--- src/rtl/ethernet_frame_arbiter_n.sv ---
// ethernet_frame_arbiter_n
// Frame-granular N-to-1 AXI4-Stream arbiter for the switch egress path.
// Merges NUM_CHANNELS per-class frame streams into one registered output
// stream that feeds the rear egress FIFO. Arbitration is run-time selectable:
// strict priority (highest index wins) or round-robin. A grant is held for a
// whole frame and is never preempted.
//
// Ports:
//   clk                  rising-edge clock
//   rstn                 asynchronous active-low reset
//   arb_mode             0 = strict priority, 1 = round-robin (sampled at grant)
//   ch_enable            per-channel eligibility mask for new grants
//   fifo_is_almost_full  blocks new grants while high
//   s_axis_*             flattened per-channel input streams
//   m_axis_*             registered output stream
//   grant_idx            channel currently or most recently granted
//   busy                 high while a frame is being forwarded
module ethernet_frame_arbiter_n #(
   parameter int NUM_CHANNELS = 8,
   parameter int DATA_WIDTH   = 8,
   parameter int KEEP_WIDTH   = DATA_WIDTH / 8,
   parameter int IDX_WIDTH    = $clog2(NUM_CHANNELS)
) (
   input  logic                             clk,
   input  logic                             rstn,
   input  logic                             arb_mode,
   input  logic [NUM_CHANNELS-1:0]          ch_enable,
   input  logic                             fifo_is_almost_full,
   input  logic [NUM_CHANNELS*DATA_WIDTH-1:0] s_axis_tdata,
   input  logic [NUM_CHANNELS*KEEP_WIDTH-1:0] s_axis_tkeep,
   input  logic [NUM_CHANNELS-1:0]          s_axis_tvalid,
   output logic [NUM_CHANNELS-1:0]          s_axis_tready,
   input  logic [NUM_CHANNELS-1:0]          s_axis_tlast,
   output logic [DATA_WIDTH-1:0]            m_axis_tdata,
   output logic [KEEP_WIDTH-1:0]            m_axis_tkeep,
   output logic                             m_axis_tvalid,
   input  logic                             m_axis_tready,
   output logic                             m_axis_tlast,
   output logic [IDX_WIDTH-1:0]             grant_idx,
   output logic                             busy
);

   localparam logic [0:0] ST_IDLE = 1'b0;
   localparam logic [0:0] ST_BUSY = 1'b1;
   localparam int         CW      = IDX_WIDTH + 1;

   logic [0:0]            state_reg;
   logic                  mode_reg;
   logic [IDX_WIDTH-1:0]  grant_reg;
   logic [IDX_WIDTH-1:0]  rr_ptr_reg;
   logic [DATA_WIDTH-1:0] data_reg;
   logic [KEEP_WIDTH-1:0] keep_reg;
   logic                  last_reg;
   logic                  valid_reg;

   logic [DATA_WIDTH-1:0] ch_data [NUM_CHANNELS];
   logic [KEEP_WIDTH-1:0] ch_keep [NUM_CHANNELS];
   logic [NUM_CHANNELS-1:0] elig;
   logic                  out_ready;
   logic                  accept;
   logic                  grant_start;
   logic [IDX_WIDTH-1:0]  sp_sel;
   logic [IDX_WIDTH-1:0]  rr_sel;
   logic [IDX_WIDTH-1:0]  win_sel;
   logic [CW-1:0]         cand;

   assign elig      = s_axis_tvalid & ch_enable;
   // Output slot can take a beat when empty or when it drains this cycle.
   assign out_ready = !valid_reg || m_axis_tready;
   assign accept    = (state_reg == ST_BUSY) && s_axis_tvalid[grant_reg] && out_ready;
   assign grant_start = (state_reg == ST_IDLE) && (|elig) && !fifo_is_almost_full;

   genvar gi;
   generate
      for (gi = 0; gi < NUM_CHANNELS; gi++) begin : g_ch
         assign ch_data[gi] = s_axis_tdata[gi*DATA_WIDTH +: DATA_WIDTH];
         assign ch_keep[gi] = s_axis_tkeep[gi*KEEP_WIDTH +: KEEP_WIDTH];
         assign s_axis_tready[gi] = (state_reg == ST_BUSY) &&
                                    (grant_reg == IDX_WIDTH'(gi)) && out_ready;
      end
   endgenerate

   // Winner selection. In both loops the last assignment wins, so the strict
   // loop climbs to the highest index and the round-robin loop walks offsets
   // downward so the closest offset after rr_ptr is the one that sticks.
   always_comb begin
      sp_sel = '0;
      rr_sel = '0;
      cand   = '0;
      for (int k = 0; k < NUM_CHANNELS; k++) begin
         if (elig[k]) sp_sel = IDX_WIDTH'(k);
      end
      for (int o = NUM_CHANNELS; o >= 1; o--) begin
         cand = {1'b0, rr_ptr_reg} + CW'(o);
         if (cand >= CW'(NUM_CHANNELS)) cand = cand - CW'(NUM_CHANNELS);
         if (elig[cand[IDX_WIDTH-1:0]]) rr_sel = cand[IDX_WIDTH-1:0];
      end
      win_sel = arb_mode ? rr_sel : sp_sel;
   end

   // Control FSM: grant in IDLE, forward one frame in BUSY.
   always_ff @(posedge clk or negedge rstn) begin
      if (!rstn) begin
         state_reg  <= ST_IDLE;
         mode_reg   <= 1'b0;
         grant_reg  <= '0;
         rr_ptr_reg <= IDX_WIDTH'(NUM_CHANNELS - 1);
      end else begin
         case (state_reg)
            ST_IDLE: begin
               if (grant_start) begin
                  grant_reg <= win_sel;
                  mode_reg  <= arb_mode;   // mode of this frame decides rr_ptr update
                  state_reg <= ST_BUSY;
               end
            end
            ST_BUSY: begin
               if (accept && s_axis_tlast[grant_reg]) begin
                  state_reg <= ST_IDLE;
                  if (mode_reg) rr_ptr_reg <= grant_reg;
               end
            end
            default: state_reg <= ST_IDLE;
         endcase
      end
   end

   // Output register slice.
   always_ff @(posedge clk or negedge rstn) begin
      if (!rstn) begin
         data_reg  <= '0;
         keep_reg  <= '0;
         last_reg  <= 1'b0;
         valid_reg <= 1'b0;
      end else if (accept) begin
         data_reg  <= ch_data[grant_reg];
         keep_reg  <= ch_keep[grant_reg];
         last_reg  <= s_axis_tlast[grant_reg];
         valid_reg <= 1'b1;
      end else if (m_axis_tready) begin
         valid_reg <= 1'b0;
      end
   end

   assign m_axis_tdata  = data_reg;
   assign m_axis_tkeep  = keep_reg;
   assign m_axis_tlast  = last_reg;
   assign m_axis_tvalid = valid_reg;
   assign grant_idx     = grant_reg;
   assign busy          = (state_reg == ST_BUSY);

endmodule

--- config.mk ---
export PLATFORM = sky130hd
export DESIGN_NAME = ethernet_frame_arbiter_n
export DESIGN_NICKNAME = d
export VERILOG_FILES = /design/src/rtl/ethernet_frame_arbiter_n.sv
export SDC_FILE = /design/constraint.sdc
export NUM_CORES = 1
export LEC_CHECK = 0
export ABC_AREA = 1
export BUFFER_PORTS_ARGS = -buffer_cell sky130_fd_sc_hd__buf_2
export CORE_MARGIN = 1.5
export CORE_UTILIZATION = 39
export CTS_BUF_LIST = sky130_fd_sc_hd__clkbuf_16
export CTS_CLUSTER_SIZE = 30
export DETAILED_ROUTE_END_ITERATION = 10
export GPL_TIMING_DRIVEN = 0
export HOLD_SLACK_MARGIN = 0.08
export PLACE_DENSITY = 0.73
export SLEW_MARGIN = 10
export SYNTH_ARGS = -nofsm -noshare
export SYNTH_HDL_FRONTEND = slang
export SYNTH_SLANG_ARGS = --single-unit
--- constraint.sdc ---
create_clock -name clk -period 4.7 [get_ports clk]
set_clock_uncertainty 0.05 [all_clocks]
set_input_delay 1.41 -clock clk [delete_from_list [all_inputs] [get_ports clk]]
set_output_delay 1.41 -clock clk [all_outputs]
set_load 0.05 [all_outputs]
# [Yosys cells after proc, flatten, opt, wreduce, memory -nomap -nowiden]
# Index checks and enable logic that the tools add are counted.
[totals] input_bits=101 out_inout_bits=23 word_cells=136 ff_bits=19
[op_classes] reduce_logical=29 muxes=55 n_eq_ne=7 n_bitwise=3 add_sub_neg=16 order_cmp=18
[op_table] cell="two-way mux 3 bit" count=21
[op_table] cell=">= comparator 4 bit, second input constant" count=9
[op_table] cell="less-than comparator 3 x 4 -> 1 bit, second input constant" count=9
[op_table] cell="binary-select mux 1 bit (select 3 bit)" count=11
[op_table] cell="binary-select mux 8 bit (select 3 bit)" count=1
[op_table] cell="subtractor 3 x 1 -> 3 bit, second input constant" count=8
[op_table] cell="logical AND 1 bit" count=21
[op_table] cell="two-way mux 1 bit" count=17
[op_table] cell="adder 3 x 3 -> 4 bit, second input constant" count=4
[op_table] cell="two-way mux 8 bit" count=2
[op_table] cell="== test 3 bit, second input constant" count=4
[op_table] cell="adder 3 x 2 -> 4 bit, second input constant" count=2
[op_table] cell="bitwise AND 8 bit" count=1
[op_table] cell="OR reduction 8 bit" count=1
[op_table] cell="== test 3 x 2 -> 1 bit, second input constant" count=2
[op_table] cell="adder 3 x 1 -> 4 bit, second input constant" count=1
[op_table] cell="adder 3 x 4 -> 4 bit, second input constant" count=1
[op_table] cell="two-way mux 2 bit" count=2
[op_table] cell="inverter 3 -> 4 bit" count=1
[op_table] cell="== test 3 x 1 -> 1 bit, second input constant" count=1
[op_table] cell="zero test 3 bit" count=1
[op_table] cell="AND reduction 3 bit" count=1
[op_table] cell="zero test 1 bit" count=2
[op_table] cell="one-hot mux 1 bit (2 select lines)" count=1
[op_table] cell="4 further kinds" count=4

# [Depth between registers and ports, before layout]
# Gate-level depths: netlist of run 1.
[logic_depth] depth_word=14 depth_mapped=18 ltp_nobuf=17

# [Worst setup path before layout of run 1]
# OpenSTA, ideal clock, no wires.
[synth_timing] path_kind="in2out" start="input m_axis_tready" end="output s_axis_tready[0]" path_stages=4 n_path_buf=0 t_arrival_ns=2.337 t_required_ns=3.240 path_slack_ns=0.903 cell_sequence="inv_1 > nand2_1 > nand3_1 > nor2_1"
[synth_between] elab_chain_cells=2
[synth_rtl] item="from (decl)" line_no="37" source="input logic m_axis_tready,"
[synth_rtl] item="logical OR 1 bit" line_no="69" source="assign out_ready = !valid_reg || m_axis_tready;"
[synth_rtl] item="logical AND 1 bit" line_no="79" source="(grant_reg == IDX_WIDTH'(gi)) && out_ready;"
[synth_rtl] item="to (decl)" line_no="32" source="output logic [NUM_CHANNELS-1:0] s_axis_tready,"
# No other way between the ends.

# [Worst setup path in the final report of run 1]
# Ends and elaborated chain as after synthesis.

==> results of run 1 <==
## Yosys cell counts
cell	number	area [um^2]
inv_1	20	75.07
nand3_2	8	80.08
xnor2_1	1	8.760
a21oi_1	10	50.05
nand4_1	2	12.51
nand3_1	37	185.2
o21ai_0	1	5.000
a22oi_1	2	15.01
a31oi_1	1	6.260
o21ai_1	12	60.06
a21oi_2	2	17.52
a211oi_1	1	7.510
ha_1	2	25.02
inv_2	9	33.78
o21ai_2	1	8.760
nor2_2	1	6.260
a221oi_1	1	8.760
nor2_1	29	108.9
buf_2	8	40.04
dfrtp_1	16	400.4
xnor2_2	1	16.27
nand3b_1	1	7.510
o21bai_1	1	7.510
nand2_2	3	18.77
o22ai_1	1	6.260
dfstp_2	3	78.83
clkbuf_1	5	18.77
a41oi_1	18	157.7
xor2_2	2	32.53
buf_6	2	22.52
nand2_1	174	653.1
a21boi_0	2	15.01
## final cells by class
cell class	count	area (um^2)	share of cell area, %
multi-input cells	314	1520	51.11
repair buffers	123	615.6	20.70
flip-flops and latches	19	479.2	16.11
inverters	29	108.9	3.660
well taps	72	90.09	3.029
plain buffers	15	81.33	2.735
clock buffers	3	75.07	2.524
clock inverters	1	3.754	0.1262
## placed cells by master (no fill, tap or decap), drive strengths merged, types with 2 or more instances in the layout
master  count
a22oi       2
a21oi      12
xnor2       2
xor2        2
buf       133
nand4       2
dfstp       3
o21ai      14
a41oi      18
nand3      45
nand2     177
nor2       30
a21boi      2
ha          2
dfrtp      16
inv        30
clkbuf      8
## metrics by stage
| step | instance area [um^2] | setup WS [ps] | hold WS, ps |
|---|---|---|---|
| CTS | 2974 | 960.1 | 436.7 |
| finish | 2974 | 954.1 | 431.2 |
| floorplan | 2190 | 903.1 | 418.9 |
| global route | 2974 | 836.7 | 453.2 |
| global placement | 2895 | 1022 | 414.9 |
| detailed placement | 2895 | 965.9 | 413.2 |
## path summary, 6_finish.rpt
check / startpoint / endpoint
max: m_axis_tready / s_axis_tready[0]
max in group asynchronous: rstn / rr_ptr_reg[0]
max reg2reg: rr_ptr_reg[1] / grant_idx[1]
min reg2reg: m_axis_tkeep / m_axis_tkeep
min in group asynchronous: rstn / m_axis_tkeep
min: m_axis_tkeep / m_axis_tkeep
## kinds of logic (layout without fill, tap and decap cells)
family	count (synthesis)	in the layout	share of synthesized area [%]
XOR/XNOR	4	4	2.629
flip-flops	19	19	21.89
AO/OA/AOI/OAI	53	53	16.69
adder cells (fa/ha/maj)	2	2	1.143
AND/OR/NAND/NOR	255	255	48.97
buffers and inverters	44	171	8.686
## per-layer routing
metal  part of all wire (%)  GRT usage, %  vias up
met5                      0             0        -
met4                    2.0         8.750        0
met3                    5.9         3.765       14
met2                     47         42.17      113
met1                     46         35.76     1369
li1                       -             -     1500
## power breakdown
group	total, mW	switching, mW	internal, mW
clock network	0.171	0.0576	0.113
logic	1.81	1.26	0.558
registers	0.305	0.0559	0.249
total	2.29	1.37	0.920
## worst max-delay path: stages
cell and delay, ps:
buf_2 70, inv_1 30, nand2_1 170, nand3_1 180, nor2_1 150, buf_2 270
==> results.cfg, run 1 <==
[worst_setup_path]
cp.arrival_ps = 2290
end_kind = output port
crit_type = input pin to output port
start_kind = input pin
rr_worst_depth = 15
timing.critical_path.fanout_max = 4
required_ps = 3240
rrSetupSlack_ps = 2030

[clocking]
htreeDepth = 1
cts_root_buf = clkbuf_16
cts_resized = 0
cts_tree = yes
hold_buffers = 0
cts.sinks = 19
cts_buffer_depth = 2
post_cts_buffers = 0
clkTransAtPathRegs_ps = 50
clk_latency_ps = 250
cts_buffers = 3

[power_and_ir_drop]
p_leak_nw = 1.626
ir_drop_uv = 550.7
power_density_nw_per_um2 = 769.6
fin_total_pwr_mw = 2.289

[finish]
largest_reg_flops = 8
nets = 608
diodes = 0
drive_gt1_share_pct = 32.94
final_util_pct = 54.34
final_cells = 576
syn_to_final_growth_pct = 35.83
fillers = 574

[synthesis]
post_synth_num_cell_types = 32
syn_area_per_cell_um2 = 5.808
synthCells = 377
synth_area_um2 = 2190
ys_ff_latch = 19
syn-num-nets = 480
yosys_warnings = 0
ys_seq_area_share_pct = 21.89

[grt]
antenna_found_initial = 0
grt_pass1_wl_um = 12770
gr-total-overflow = 0
grt_start_max_net_pins = 20
grt_pass1_vias = 2824
track_usage_pct = 26.21

[timing]
setup_tns_ps = 0
worstMarginPinSlew_ps = 543.5
rsz0062_at_grt = no
maxSlewViolCount = 0
max-slew-margin-rel_pct = 63.77
fmax_ghz = 0.2670
fin_crit_ps = 3746
fin_crit_sh_pct = 79.70
finalSetupViolations = 0
hold_viol_final = 0

[floorplanning]
core_um2 = 5473
die_w_um = 77.93
fp.dieH_um = 77.93
die_area_um2 = 6073
start_util_pct = 40.01
std_cell_rows = 27
ios = 124

[drt]
drtIter0Drc = 187
drt-vias-per-instance = 5.201
dr.pass1.iters = 5
ant_nets = 0
dr_total_vias = 2996
wl_um = 7738
avgRoutedWirePerCell_um = 13.43
drc = 0

[run]
cap_violations = 0

[placed_design]
dp_hpwl_um = 6513
place_congestion = 0.9195
io_buffer_count = 123
dp.cells = 572

[status]
outcome = finished clean

[worst_hold_path]
hp-class = flop to flop
holdPathStages = 2
No activity file was read; power rests on OpenSTA's default activity.
==> inputs of run 2 (changes only) <==
ABC_AREA = 0   (was 1)
PLACE_DENSITY = 0.72   (was 0.73)
clock period = 3.56 ns   (was 4.7 ns; I/O delays follow)
==> run 2 against run 1 <==
  * Power increased by 32%
  * First-iteration DRC count increased by 26%
  * Sequential share of layout area decreased by 0.68 points
  * Worst hold slack improved by 21 ps
  * Wire length decreased by 0.92%
  * Combinational power increased by 30%
  * Sequential cell count unchanged
  * Cell count decreased by 20%
  * Via count decreased by 8.9%
  * Core utilization increased by 1.0 points
  * Non-clock buffer count unchanged
  * Highest routed layer unchanged
==> results.cfg, run 2 <==
[floorplanning]
die_area_um2 = 6420
start_util_pct = 41.37
core_um2 = 5608
ios = 124
fp.dieH_um = 80.13
std_cell_rows = 27
die_w_um = 80.13

[synthesis]
yosys_warnings = 0
synth_mux_area_share_pct = 32.85
synth_edf_count = 0
synth_xor_area_share_pct = 1.133
async_flop_share_pct = 100.0
synth_top_family_by_area = multiplexers
synth_top_area_share_pct = 26.21
yosys.area_share.adder_pct = 1.079
yosys.area_share.simple_pct = 17.80
syn-num-nets = 363
synth_common_cells = nand2_1 (43), mux4_2 (27), nor2_1 (25)
yosys.cell_count.top_type = nand2_1
post_synth_num_cell_types = 50
synthCells = 260
ys_ff_latch = 19
synth_area_leader_cell = mux4_2
synth_compound_area_share_pct = 21.79
syn_area_per_cell_um2 = 8.922
synth_area_um2 = 2320
ys_seq_area_share_pct = 20.66
synth_area_leaders = mux4_2 (26%), dfrtp_1 (17%), nand2_1 (7.0%), mux2i_1 (5.2%), o21ai_0 (4.3%)
synth_flop_cell = dfrtp_1

[power_and_ir_drop]
clockPowerShare_pct = 7.7
power.share.combinational_pct = 78.0
p_sw_share_pct = 54.27
ir_drop_uv = 526.6
p_leak_nw = 1.450
power_density_nw_per_um2 = 972.4
intPower_mw = 1.381
pwr-share-seq_pct = 14.3
switching_power_mw = 1.639

[worst_setup_path]
timing.critical_path.fanout_max = 10
cp_slowest_cell = clkbuf_1
rrSetupSlack_ps = 470
crit_path_cell_trace = buf_2 -> clkbuf_1 -> nand2_1 -> nor2_1 -> buf_2
end_kind = output port
path_common_cell = buf_2
start_kind = flop
cp_top_family = buffers and inverters
crit_type = flop to output port
cp.buffers_inverters = 3
required_ps = 2440
cp.arrival_ps = 2000
max_stage_delay_ps = 500

[clocking]
cts_tree = yes
hold_buffers = 0
cts.sinks = 19
post_cts_buffers = 0
clk_latency_ps = 250
cts_buffers = 3
htreeDepth = 1
clkTransAtPathRegs_ps = 50
cts_resized = 0
cts_buffer_depth = 2
cts_root_buf = clkbuf_16

[grt]
grt_pass1_vias = 2641
grt_pass1_wl_um = 12540
gr-total-overflow = 0
track_usage_pct = 25.19
antenna_found_initial = 0
grt_start_max_net_pins = 20

[timing]
maxSlewViolCount = 0
hold_viol_final = 0
finalSetupViolations = 0
setup_tns_ps = 0
fmax_ghz = 0.3208
rsz0062_at_grt = no
max-slew-margin-rel_pct = 45.46
fin_crit_ps = 3117
fin_ws_ps = 442.7
worstMarginPinSlew_ps = 818.1
fin_crit_sh_pct = 87.56

[drt]
dr_total_vias = 2730
ant_nets = 0
wl_um = 7667
dr.pass1.iters = 5
drc = 0
avgRoutedWirePerCell_um = 16.70
drtIter0Drc = 236
drt-vias-per-instance = 5.948

[placed_design]
io_buffer_count = 123
pre_cts_slack_ps = 348.9
dp.cells = 455
place_congestion = 0.9044
dp_hpwl_um = 6418

[finish]
largest_reg_flops = 8
final_cells = 459
nets = 491
syn_to_final_growth_pct = 33.87
final_common_cell = buf_2
fillers = 550
drive_gt1_share_pct = 43.15
final_util_pct = 55.38
final_cell_mix = buf_2 (126), nand2_1 (43), mux4_2 (27)
diodes = 0

[status]
outcome = finished clean

[run]
cap_violations = 0

[worst_hold_path]
hp-class = flop to flop
-- run 2: cell families (layout without fill, tap and decap cells) --
logic type,after synthesis,count (layout)
adders and majority gates,2,2
AOI/OAI and AO/OA,74,74
muxes,42,42
DFF,19,19
buffers and inverters,25,152
xor gates and xnor gates,3,3
and+or+nand+nor,95,95
-- run 2: metal layers --
metal  global-route usage (%)  part of all wire (%)  up-vias
met5                        0                     0        -
met4                    7.069                   1.9        0
met3                    5.341                   8.0       14
met2                    41.93                    49      158
met1                    32.93                    41     1304
li1                         -                     -     1254
-- run 2: worst register-to-register path: stages, from the launching register on --
cell and delay [ps]:
dfstp_2 600, inv_2 90, ha_1 280, clkbuf_1 400, mux4_2 440, nand2b_1 170
a221o_1 290, o221ai_1 190, a211oi_1 100, or3_1 370
-- run 2: layout make-up --
type | count | area [um^2] | share of cell area, %
clock inverter | 1 | 5.005 | 0.1612
tap | 72 | 90.09 | 2.901
inverter | 10 | 37.54 | 1.209
buffer | 15 | 71.32 | 2.297
timing repair buffer | 123 | 615.6 | 19.82
sequential | 19 | 479.2 | 15.43
multi-input combinational | 216 | 1732 | 55.76
clock buffer | 3 | 75.07 | 2.417
-- run 2: power by group through the flow --
stage,sequential [mW],clock [mW],combinational (mW)
4_1_cts,0.432,0.236,2.34
6_report,0.433,0.232,2.35
3_5_place_dp,0.436,0,2.33
3_3_place_gp,0.432,0,2.30
5_1_grt,0.448,0.245,2.54
2_1_floorplan,0.717,0,1.51
-- run 2: stage by stage --
step           hold WS [ps]  power [mW]  cell area [um^2]
2_1_floorplan         422.7       2.229              2320
3_3_place_gp          437.2       2.732              3025
3_5_place_dp          441.4       2.764              3025
4_1_cts               453.4       3.003              3105
5_1_grt               478.4       3.232              3105
6_report              451.9       3.020              3105
-- run 2: final timing paths --
kind / end / startpoint / depth (start not counted)
min in group asynchronous: m_axis_tdata[6] / rstn / 1
hold / removal: mode_reg / mode_reg / 1
hold reg to reg: mode_reg / mode_reg / 1
setup reg to reg: grant_idx[2] / rr_ptr_reg[0] / 9
max in group asynchronous: rr_ptr_reg[1] / rstn / 1
setup / recovery: s_axis_tready[7] / grant_idx[0] / 5
